$ cat src/rtl/boost_charge_controller_if.sv
// Boost charge controller signal bundle.
// master : drives the charge request and ADC sample stream, observes status.
// slave  : the controller; consumes samples, drives gate and status.
//   enable, target_v[11:0]        charge request and bus setpoint (ADC codes)
//   new_data, valid_data          fresh-sample strobe, stream health flag
//   data_a[11:0], data_b[11:0]    coil current and bus voltage samples
//   gate, charging, at_target     switch drive and state flags
//   fault, fault_code[1:0]        00 none, 01 overcurrent, 10 overvoltage, 11 data loss
interface boost_charge_controller_if;
  logic        enable;
  logic [11:0] target_v;
  logic        new_data;
  logic        valid_data;
  logic [11:0] data_a;
  logic [11:0] data_b;
  logic        gate;
  logic        charging;
  logic        at_target;
  logic        fault;
  logic [1:0]  fault_code;

  modport master (
    output enable, target_v, new_data, valid_data, data_a, data_b,
    input  gate, charging, at_target, fault, fault_code
  );

  modport slave (
    input  enable, target_v, new_data, valid_data, data_a, data_b,
    output gate, charging, at_target, fault, fault_code
  );
endinterface

$ cat src/rtl/boost_charge_controller.sv
// Boost converter charge controller.
// Ramps a PWM duty cycle one step per accepted ADC sample while charging,
// parks the switch once the bus reaches target (with hysteresis for the
// return to charging) and latches faults for overcurrent, overvoltage and
// loss of the sample stream.
// Ports: clk (rising edge), rst (synchronous, active high),
//        bus (slave modport of boost_charge_controller_if).
module boost_charge_controller #(
  parameter int PWM_PERIOD = 1000,
  parameter int MAX_DUTY   = 600,
  parameter int DUTY_STEP  = 8,
  parameter int HYST       = 20,
  parameter int OC_LIMIT   = 3000,
  parameter int OV_MARGIN  = 100
) (
  input logic                       clk,
  input logic                       rst,
  boost_charge_controller_if.slave  bus
);
  // Counter and duty share a width; MAX_DUTY < PWM_PERIOD so duty always fits.
  localparam int CW = $clog2(PWM_PERIOD + 1);

  typedef enum logic [1:0] {S_IDLE, S_CHARGE, S_HOLD, S_FAULT} state_t;

  state_t        state_q, state_d;
  logic [CW-1:0] cnt_q, cnt_d;
  logic [CW-1:0] duty_q, duty_d;      // pending duty, ramped by samples
  logic [CW-1:0] act_q, act_d;        // duty applied to the PWM comparator
  logic          gate_q, gate_d;
  logic [1:0]    code_q, code_d;

  logic [12:0]   ov_lim;
  logic [12:0]   b_hyst;
  logic [31:0]   dsum;
  logic [1:0]    fc;

  // 13-bit sums so a setpoint near full scale cannot wrap the comparisons.
  assign ov_lim = {1'b0, bus.target_v} + 13'(OV_MARGIN);
  assign b_hyst = {1'b0, bus.data_b} + 13'(HYST);
  assign dsum   = 32'(duty_q) + 32'(DUTY_STEP);

  // Fault priority: overcurrent, overvoltage, then data loss. Sample-based
  // checks only count on new_data; stream health is checked every cycle.
  always_comb begin
    fc = 2'b00;
    if (bus.new_data && (bus.data_a > 12'(OC_LIMIT)))  fc = 2'b01;
    else if (bus.new_data && ({1'b0, bus.data_b} > ov_lim)) fc = 2'b10;
    else if (!bus.valid_data)                           fc = 2'b11;
  end

  always_comb begin
    // Everything outside a continuing CHARGE cycle parks the PWM at zero,
    // which also makes every exit from CHARGE drop the gate next cycle.
    state_d = state_q;
    cnt_d   = '0;
    duty_d  = '0;
    act_d   = '0;
    gate_d  = 1'b0;
    code_d  = code_q;
    unique case (state_q)
      S_IDLE: begin
        code_d = 2'b00;
        if (bus.enable && bus.valid_data) state_d = S_CHARGE;
      end
      S_CHARGE: begin
        if (fc != 2'b00) begin
          state_d = S_FAULT;
          code_d  = fc;
        end else if (!bus.enable) begin
          state_d = S_IDLE;
        end else if (bus.new_data && (bus.data_b >= bus.target_v)) begin
          state_d = S_HOLD;
        end else begin
          gate_d = (cnt_q < act_q);
          cnt_d  = (cnt_q == CW'(PWM_PERIOD - 1)) ? '0 : cnt_q + CW'(1);
          // Applied duty only changes at the period boundary so no pulse is cut.
          act_d  = (cnt_q == CW'(PWM_PERIOD - 1)) ? duty_q : act_q;
          duty_d = duty_q;
          if (bus.new_data)
            duty_d = (dsum >= 32'(MAX_DUTY)) ? CW'(MAX_DUTY) : dsum[CW-1:0];
        end
      end
      S_HOLD: begin
        if (fc != 2'b00) begin
          state_d = S_FAULT;
          code_d  = fc;
        end else if (!bus.enable) begin
          state_d = S_IDLE;
        end else if (bus.new_data && (b_hyst <= {1'b0, bus.target_v})) begin
          state_d = S_CHARGE;
        end
      end
      S_FAULT: begin
        if (!bus.enable) begin
          state_d = S_IDLE;
          code_d  = 2'b00;
        end
      end
      default: begin
        state_d = S_IDLE;
        code_d  = 2'b00;
      end
    endcase
  end

  always_ff @(posedge clk) begin
    if (rst) begin
      state_q <= S_IDLE;
      cnt_q   <= '0;
      duty_q  <= '0;
      act_q   <= '0;
      gate_q  <= 1'b0;
      code_q  <= 2'b00;
    end else begin
      state_q <= state_d;
      cnt_q   <= cnt_d;
      duty_q  <= duty_d;
      act_q   <= act_d;
      gate_q  <= gate_d;
      code_q  <= code_d;
    end
  end

  assign bus.gate       = gate_q;
  assign bus.charging   = (state_q == S_CHARGE);
  assign bus.at_target  = (state_q == S_HOLD);
  assign bus.fault      = (state_q == S_FAULT);
  assign bus.fault_code = code_q;
endmodule

$ cat src/flat_wrapper.sv
// flat-port wrapper written by rule: the top's interface ports become plain ports
module boost_charge_controller_flat 
#(
  parameter int PWM_PERIOD = 1000,
  parameter int MAX_DUTY   = 600,
  parameter int DUTY_STEP  = 8,
  parameter int HYST       = 20,
  parameter int OC_LIMIT   = 3000,
  parameter int OV_MARGIN  = 100
)
  (clk, rst, bus_enable, bus_target_v, bus_new_data, bus_valid_data, bus_data_a, bus_data_b, bus_gate, bus_charging, bus_at_target, bus_fault, bus_fault_code);
  boost_charge_controller_if bus_i ();
  input logic clk;
  input logic rst;
  input wire logic [$bits(bus_i.enable)-1:0] bus_enable;
  input wire logic [$bits(bus_i.target_v)-1:0] bus_target_v;
  input wire logic [$bits(bus_i.new_data)-1:0] bus_new_data;
  input wire logic [$bits(bus_i.valid_data)-1:0] bus_valid_data;
  input wire logic [$bits(bus_i.data_a)-1:0] bus_data_a;
  input wire logic [$bits(bus_i.data_b)-1:0] bus_data_b;
  output wire logic [$bits(bus_i.gate)-1:0] bus_gate;
  output wire logic [$bits(bus_i.charging)-1:0] bus_charging;
  output wire logic [$bits(bus_i.at_target)-1:0] bus_at_target;
  output wire logic [$bits(bus_i.fault)-1:0] bus_fault;
  output wire logic [$bits(bus_i.fault_code)-1:0] bus_fault_code;
  assign bus_i.enable = bus_enable;
  assign bus_i.target_v = bus_target_v;
  assign bus_i.new_data = bus_new_data;
  assign bus_i.valid_data = bus_valid_data;
  assign bus_i.data_a = bus_data_a;
  assign bus_i.data_b = bus_data_b;
  assign bus_gate = bus_i.gate;
  assign bus_charging = bus_i.charging;
  assign bus_at_target = bus_i.at_target;
  assign bus_fault = bus_i.fault;
  assign bus_fault_code = bus_i.fault_code;
  boost_charge_controller #(.PWM_PERIOD(PWM_PERIOD), .MAX_DUTY(MAX_DUTY), .DUTY_STEP(DUTY_STEP), .HYST(HYST), .OC_LIMIT(OC_LIMIT), .OV_MARGIN(OV_MARGIN)) u_core (.clk(clk), .rst(rst), .bus(bus_i));
endmodule
$ cat config.mk
export PLATFORM = sky130hd
export DESIGN_NAME = boost_charge_controller_flat
export DESIGN_NICKNAME = d
export VERILOG_FILES = /design/src/rtl/boost_charge_controller_if.sv /design/src/rtl/boost_charge_controller.sv /design/src/flat_wrapper.sv
export SDC_FILE = /design/constraint.sdc
export NUM_CORES = 1
export LEC_CHECK = 0
export CORE_MARGIN = 10
export CORE_UTILIZATION = 54
export CTS_CLUSTER_SIZE = 25
export DETAILED_ROUTE_END_ITERATION = 8
export PLACE_DENSITY = 0.81
export SLEW_MARGIN = 20
export SYNTH_ARGS = -nofsm -noshare
export SYNTH_HDL_FRONTEND = slang
export SYNTH_SLANG_ARGS = --single-unit
$ cat constraint.sdc
create_clock -name clk -period 4.2 [get_ports clk]
set_clock_uncertainty 0.15 [all_clocks]
set_input_delay 0.84 -clock clk [delete_from_list [all_inputs] [get_ports clk]]
set_output_delay 0.84 -clock clk [all_outputs]
set_load 0.01 [all_outputs]
==> run metrics, run 1 <==
sequential share of the synthesized area=20.62%; grt total ovfl=0; setup TNS=0 ps; DR pass1 iterations=4; Final ANT Viol Nets=0; area of the die=8502 sq um; postcts setup bufs=0; Final HPWL DP=5718 um; cts-stage hold buffer count=0; flops & latches, synth=29; met1 WL=2720 um; async set-reset flop share out of synthesis=0%; hold_sp=u_core.cnt_q[0]$_SDFF_PP0_; r2r startpoint=u_core.duty_q[3]$_SDFFE_PP0P_; CP endpoint=u_core.cnt_q[0]$_SDFF_PP0_; Mapped Nets=437; Initial Util=55.47%; VDD IR-drop max=0.1507 mV; Slew @ Worst Pin=442.9 ps; Clock Latency Late Sink=290 ps; FF-to-FF setup slack=1830 ps; Max Cap Viol=0; Leak=1.418 nW; min Tclk post-route=3889 ps; Layout Utilization=68.52%; H-tree levels=2; crit path from=bus_target_v[3]; Synth Instances=348; routability cong.=0.8940; max-slew violation count=0; count of flip-flops with a built-in enable after synthesis=0; PD cells=248.0 nW/um^2; area delta synth->final=23.51%; drc violations=0; final wirelength=6871 um; total track usage=16.65%; arrival time worst endpoint=3960 ps; maximum root-to-sink buffer count=2; R2R cell count=8; sink count of the clock tree=29; CP Class=input port to register; I/O Buffers=46; layout cells sized above 1=8.209%; TritonCTS clock tree=built; Design Power=0.8622 mW; Syn Area/Cell=8.090 sq um; Worst R2R End=u_core.duty_q[3]$_SDFFE_PP0P_; Hold Crit Class=register to register; Ys Warns=0; Setup violations, final=0; Top Layer Used=met4; vias=2,633; Netlist Area Pre-Place=2815 sq um; Die X=92.21 um; Core Box Area=5075 sq um; crit path capture type=register; Rel. slew slack=70.47%; DR WL met2=3673 um; worst path required time=4270 ps; number of vias per cell=5.578; post-synth cell types=53; Hold Fails Final Rpt=0; met3 WL post-DR=390 um; CTS Buf Count=5; Final period util=92.61%; # rows=26; Initial DRC Count=83; die height=92.21 um; IO Pins=47; CTS root buf=clkbuf_8; routed length per placed instance=14.56 um; post-CTS resize count=0; dominant synthesized flop cell=dfxtp_1; Startpoint Class=input port; status=completed; worst hold margin=325.6 ps; first-pass GRT wire length=11,990 um; antenna violations before repair=0; unrepaired setup endpoints after global routing=false; CP max FO=8; Nets=490; ant diodes=0; Worst-path clk slew=60 ps; largest net degree at the start of global routing=18; vias in the first global route=2,689; fmax=0.2571 GHz
[worst max-delay path, stage by stage]
cell	delay, ps
clkdlybuf4s50_1	520
nand3_1	120
and3_1	230
nor3_1	230
nand3_1	130
xnor2_1	140
ha_1	310
a211oi_1	240
o221ai_1	150
and3_4	220
a21oi_4	200
o2111ai_4	130
nand2b_1	330
nor2_1	170
[cells in the mapped netlist (7+ instances only)]
cell,n,area [sq um]
nand2_1,26,97.59
inv_1,35,131.4
nor2_1,36,135.1
a21oi_1,20,100.1
dfxtp_1,29,580.6
o21a_1,7,52.55
nand3_1,15,75.07
xnor2_1,19,166.4
ha_1,48,600.6
and3_1,11,68.82
a211oi_1,9,67.56
mux2i_1,7,70.07
[cell usage in the layout (no fill, tap or decap), types with 5 or more instances in the layout]
| cell type | instances |
|---|---|
| nor2_1 | 36 |
| buf_4 | 6 |
| o21ai_1 | 5 |
| xor2_1 | 5 |
| mux2i_1 | 7 |
| nand2b_1 | 6 |
| o21a_1 | 7 |
| a211oi_1 | 9 |
| inv_1 | 35 |
| clkdlybuf4s50_1 | 46 |
| nand3_1 | 15 |
| nor2_2 | 6 |
| a21oi_1 | 20 |
| xnor2_1 | 19 |
| and3_1 | 11 |
| ha_1 | 48 |
| clkbuf_8 | 7 |
| nand2_1 | 26 |
| dfxtp_1 | 29 |
| o21ai_0 | 6 |
[worst min path at each step]
stage,endpoint,slack [ps],depth (start not counted)
6_report,u_core.cnt_q[0]$_SDFF_PP0_,330,1
5_1_grt,u_core.cnt_q[0]$_SDFF_PP0_,350,1
4_1_cts,u_core.cnt_q[0]$_SDFF_PP0_,330,1
3_5_place_dp,u_core.cnt_q[0]$_SDFF_PP0_,320,1
3_3_place_gp,u_core.cnt_q[0]$_SDFF_PP0_,290,1
2_1_floorplan,u_core.cnt_q[0]$_SDFF_PP0_,280,1
[report_power, final]
| part | internal (mW) | switching, mW | total (mW) |
|---|---|---|---|
| logic | 0.153 | 0.158 | 0.311 |
| clock network | 0.148 | 0.109 | 0.257 |
| registers | 0.285 | 0.00882 | 0.294 |
| total | 0.586 | 0.276 | 0.862 |
[metrics by stage]
step / cell area (sq um) / std cells / worst slack, ps
3_5_place_dp: 3376 / 464 / 34.92
4_1_cts: 3477 / 472 / 336.5
6_report: 3477 / 472 / 310.5
2_1_floorplan: 2815 / 348 / 780.9
3_3_place_gp: 3376 / 464 / 172.2
5_1_grt: 3477 / 472 / 32.93
[routing by layer]
metal	GRT usage [%]	vias up
met5	0	-
met4	6.555	0
met3	3.912	12
met2	31.24	70
met1	17.34	1213
li1	-	1338
[registers in the layout, indices dropped and copies added, names as in the netlist]
| name | flops |
|---|---|
| u_core.state_q | 2 |
| u_core.cnt_q | 10 |
| u_core.duty_q | 7 |
| u_core.bus.gate | 1 |
| u_core.bus.fault_code | 2 |
| u_core.act_q | 7 |
[cell type report]
| cell class | instances | area (sq um) |
|---|---|---|
| Multi-Input combinational cell | 278 | 2071 |
| Fill cell | 450 | 1598 |
| Sequential cell | 29 | 580.6 |
| Timing Repair Buffer | 52 | 505.5 |
| Inverter | 35 | 131.4 |
| Clock buffer | 7 | 96.34 |
| Tap cell | 70 | 87.58 |
| Clock inverter | 1 | 5.005 |
[logic make-up (layout without fill, tap and decap cells)]
family                     Yosys count  count (layout)  share of synthesized area [%]
buffers and inverters               41              95                          5.822
DFF                                 29              29                          20.62
adders and majority gates           48              48                          21.33
AOI/OAI and AO/OA                   77              77                          20.31
xor gates and xnor gates            25              25                          8.045
and+or+nand+nor                    121             121                          21.38
muxes                                7               7                          2.489
No activity file was read; power rests on OpenSTA's default activity.
==> run 2, diff against run 1 <==
--- a/config.mk
+++ b/config.mk
@@ -5,11 +5,14 @@
 export SDC_FILE = /design/constraint.sdc
 export NUM_CORES = 1
 export LEC_CHECK = 0
+export ABC_AREA = 1
+export CELL_PAD_IN_SITES_DETAIL_PLACEMENT = 0
+export CELL_PAD_IN_SITES_GLOBAL_PLACEMENT = 1
 export CORE_MARGIN = 10
-export CORE_UTILIZATION = 54
+export CORE_UTILIZATION = 39
 export CTS_CLUSTER_SIZE = 25
 export DETAILED_ROUTE_END_ITERATION = 8
-export PLACE_DENSITY = 0.81
+export PLACE_DENSITY = 0.82
 export SLEW_MARGIN = 20
 export SYNTH_ARGS = -nofsm -noshare
 export SYNTH_HDL_FRONTEND = slang
==> run 2 against run 1 <==
Sequential share of layout area decreased by 0.14 points. Die area increased by 30%. Via count increased by 1.7%. Combinational power increased by 18%. Power rose by 7.1%. Critical path depth increased by 3. Setup slack improved by 260 ps. Non-clock buffer count decreased by 6. Sequential power grew 3%. First-iteration DRC count shrank 2.4%.
==> run metrics, run 2 <==
status=completed; max reg flops=10; Ys Warns=0; PD cells=263.4 nW/um^2; CP Class=input port to register; drc violations=0; async set-reset flop share out of synthesis=0%; vias in the first global route=2,720; first-pass GRT wire length=12,430 um; cell accounting for the most synthesized area=ha_1; Hold Fails Final Rpt=0; Placed Area=3406 sq um; area of the die=11,080 sq um; die height=105.3 um; crit path capture type=register; Clock Power Share=27.5%; Die X=105.3 um; largest net degree at the start of global routing=16; Startpoint Class=input port; Mapped Nets=500; fmax=0.2755 GHz; final wirelength=6855 um; R2R cell count=6; most common cell after layout, fill and taps aside=nand2_1; Synth top area share=21.17%; Final period util=86.41%; max-slew violation count=0; Rel. slew slack=53.96%; Synth Instances=411; min Tclk post-route=3629 ps; number of vias per cell=4.765; dominant synthesized flop cell=dfxtp_1; sequential share of the synthesized area=20.47%; CP max FO=6; sink count of the clock tree=29; routed length per placed instance=12.20 um; biggest regs=u_core.cnt_q x10, u_core.act_q x7, u_core.duty_q x7; vias=2,678; routability cong.=0.8587; grt total ovfl=0; Reg with most FFs=u_core.cnt_q; Netlist Area Pre-Place=2836 sq um; Initial DRC Count=81; Setup violations, final=0; Worst-path clk slew=60 ps; worst hold margin=302.1 ps; antenna violations before repair=0; total track usage=13.05%; postcts setup bufs=0; maximum root-to-sink buffer count=2; ant diodes=0; setup TNS=0 ps; Core Box Area=7176 sq um; TritonCTS clock tree=built; part of the power in registers=32.7%; count of flip-flops with a built-in enable after synthesis=0; power share of the combinational group=39.8%; leading cell types by count after synthesis=nand2_1, inv_1, ha_1, nor2_1, dfxtp_1; Final ANT Viol Nets=0; setup slack after layout=570.9 ps; Cell Int Power=0.6071 mW; VDD IR-drop max=0.2624 mV; layout cells sized above 1=5.184%; Initial Util=39.53%; Syn Area/Cell=6.901 sq um; CTS Buf Count=5; Max Cap Viol=0; CTS root buf=clkbuf_8; design area=3507 sq um; count leader, synth=nand2_1; post-CTS resize count=0; post-synth cell types=30; Leak=1.579 nW; unrepaired setup endpoints after global routing=false; most frequent cells in the layout=nand2_1, inv_1, ha_1; flops & latches, synth=29; H-tree levels=2; # rows=31; Layout Utilization=48.88%; Clock Latency Late Sink=280 ps; worst path required time=4220 ps; arrival time worst endpoint=3650 ps; Sw Ratio=34.28%; Net Sw Power=0.3166 mW; Nets=551; Synth area leaders=ha_1, dfxtp_1, nand2_1; FF-to-FF setup slack=2170 ps; Slew @ Worst Pin=688.6 ps; Final HPWL DP=5857 um; Cells on Worst Hold Path=1; DR pass1 iterations=4; pre-CTS WS=272.6 ps; cts-stage hold buffer count=0; IO Pins=47; Hold Crit Class=register to register; area delta synth->final=23.64%; I/O Buffers=46
==> run 2: power groups by stage <==
stage / clock network (mW) / registers [mW] / logic, mW
6_report: 0.254 / 0.302 / 0.367
3_5_place_dp: 0 / 0.308 / 0.370
3_3_place_gp: 0 / 0.308 / 0.373
2_1_floorplan: 0 / 0.309 / 0.235
5_1_grt: 0.274 / 0.305 / 0.424
4_1_cts: 0.262 / 0.302 / 0.372
==> run 2: per-stage QoR <==
stage	cells	power [mW]
global route	562	1.003
detailed placement	554	0.6777
finish	562	0.9237
CTS	562	0.9363
floorplan	411	0.5434
global placement	554	0.6810
==> run 2: cell type report <==
cell class	count	area, sq um
fillers	727	3669
multi-input cells	313	1989
flip-flops and latches	29	580.6
repair buffers	46	460.4
inverters	67	251.5
well taps	99	123.9
clock buffers	7	96.34
clock inverters	1	5.005
==> run 2: logic make-up (layout without fill, tap and decap cells) <==
group	after synthesis	count (layout)	synth area share [%]
buffers and inverters	69	121	9.395
flip-flops	29	29	20.47
XOR/XNOR	24	24	7.411
adder cells (fa/ha/maj)	48	48	21.17
AND/OR/NAND/NOR	187	187	29.29
AO/OA/AOI/OAI	54	54	12.26
==> run 2: critical path, cell delays in order <==
cell and delay [ps]:
clkdlybuf4s50_1 610, inv_1 90, nand2_1 110, nand3_1 110, nor3b_1 370, nand3_1 150, xnor2_1 160, ha_1 340
nand4_1 110, nor4_1 180, nand3_1 100, nand2_1 80, nand2_1 50, nand2_1 70, nand3_1 120, nor2_1 120
nor2_1 50
==> run 2: layer usage <==
layer	GRT usage (%)	share of wire, %
met1	16.45	49
met3	2.071	2.7
met5	0	0
met2	22.62	48
met4	3.137	0.92
==> run 2: path summary, 6_finish.rpt <==
| kind | to | from |
|---|---|---|
| hold reg to reg | u_core.cnt_q[0]$_SDFF_PP0_ | u_core.cnt_q[0]$_SDFF_PP0_ |
| hold / removal | u_core.cnt_q[0]$_SDFF_PP0_ | u_core.cnt_q[0]$_SDFF_PP0_ |
| setup / recovery | u_core.state_q[1]$_SDFFE_PP0P_ | bus_data_b[4] |
| setup reg to reg | u_core.cnt_q[5]$_SDFF_PP0_ | u_core.cnt_q[0]$_SDFF_PP0_ |
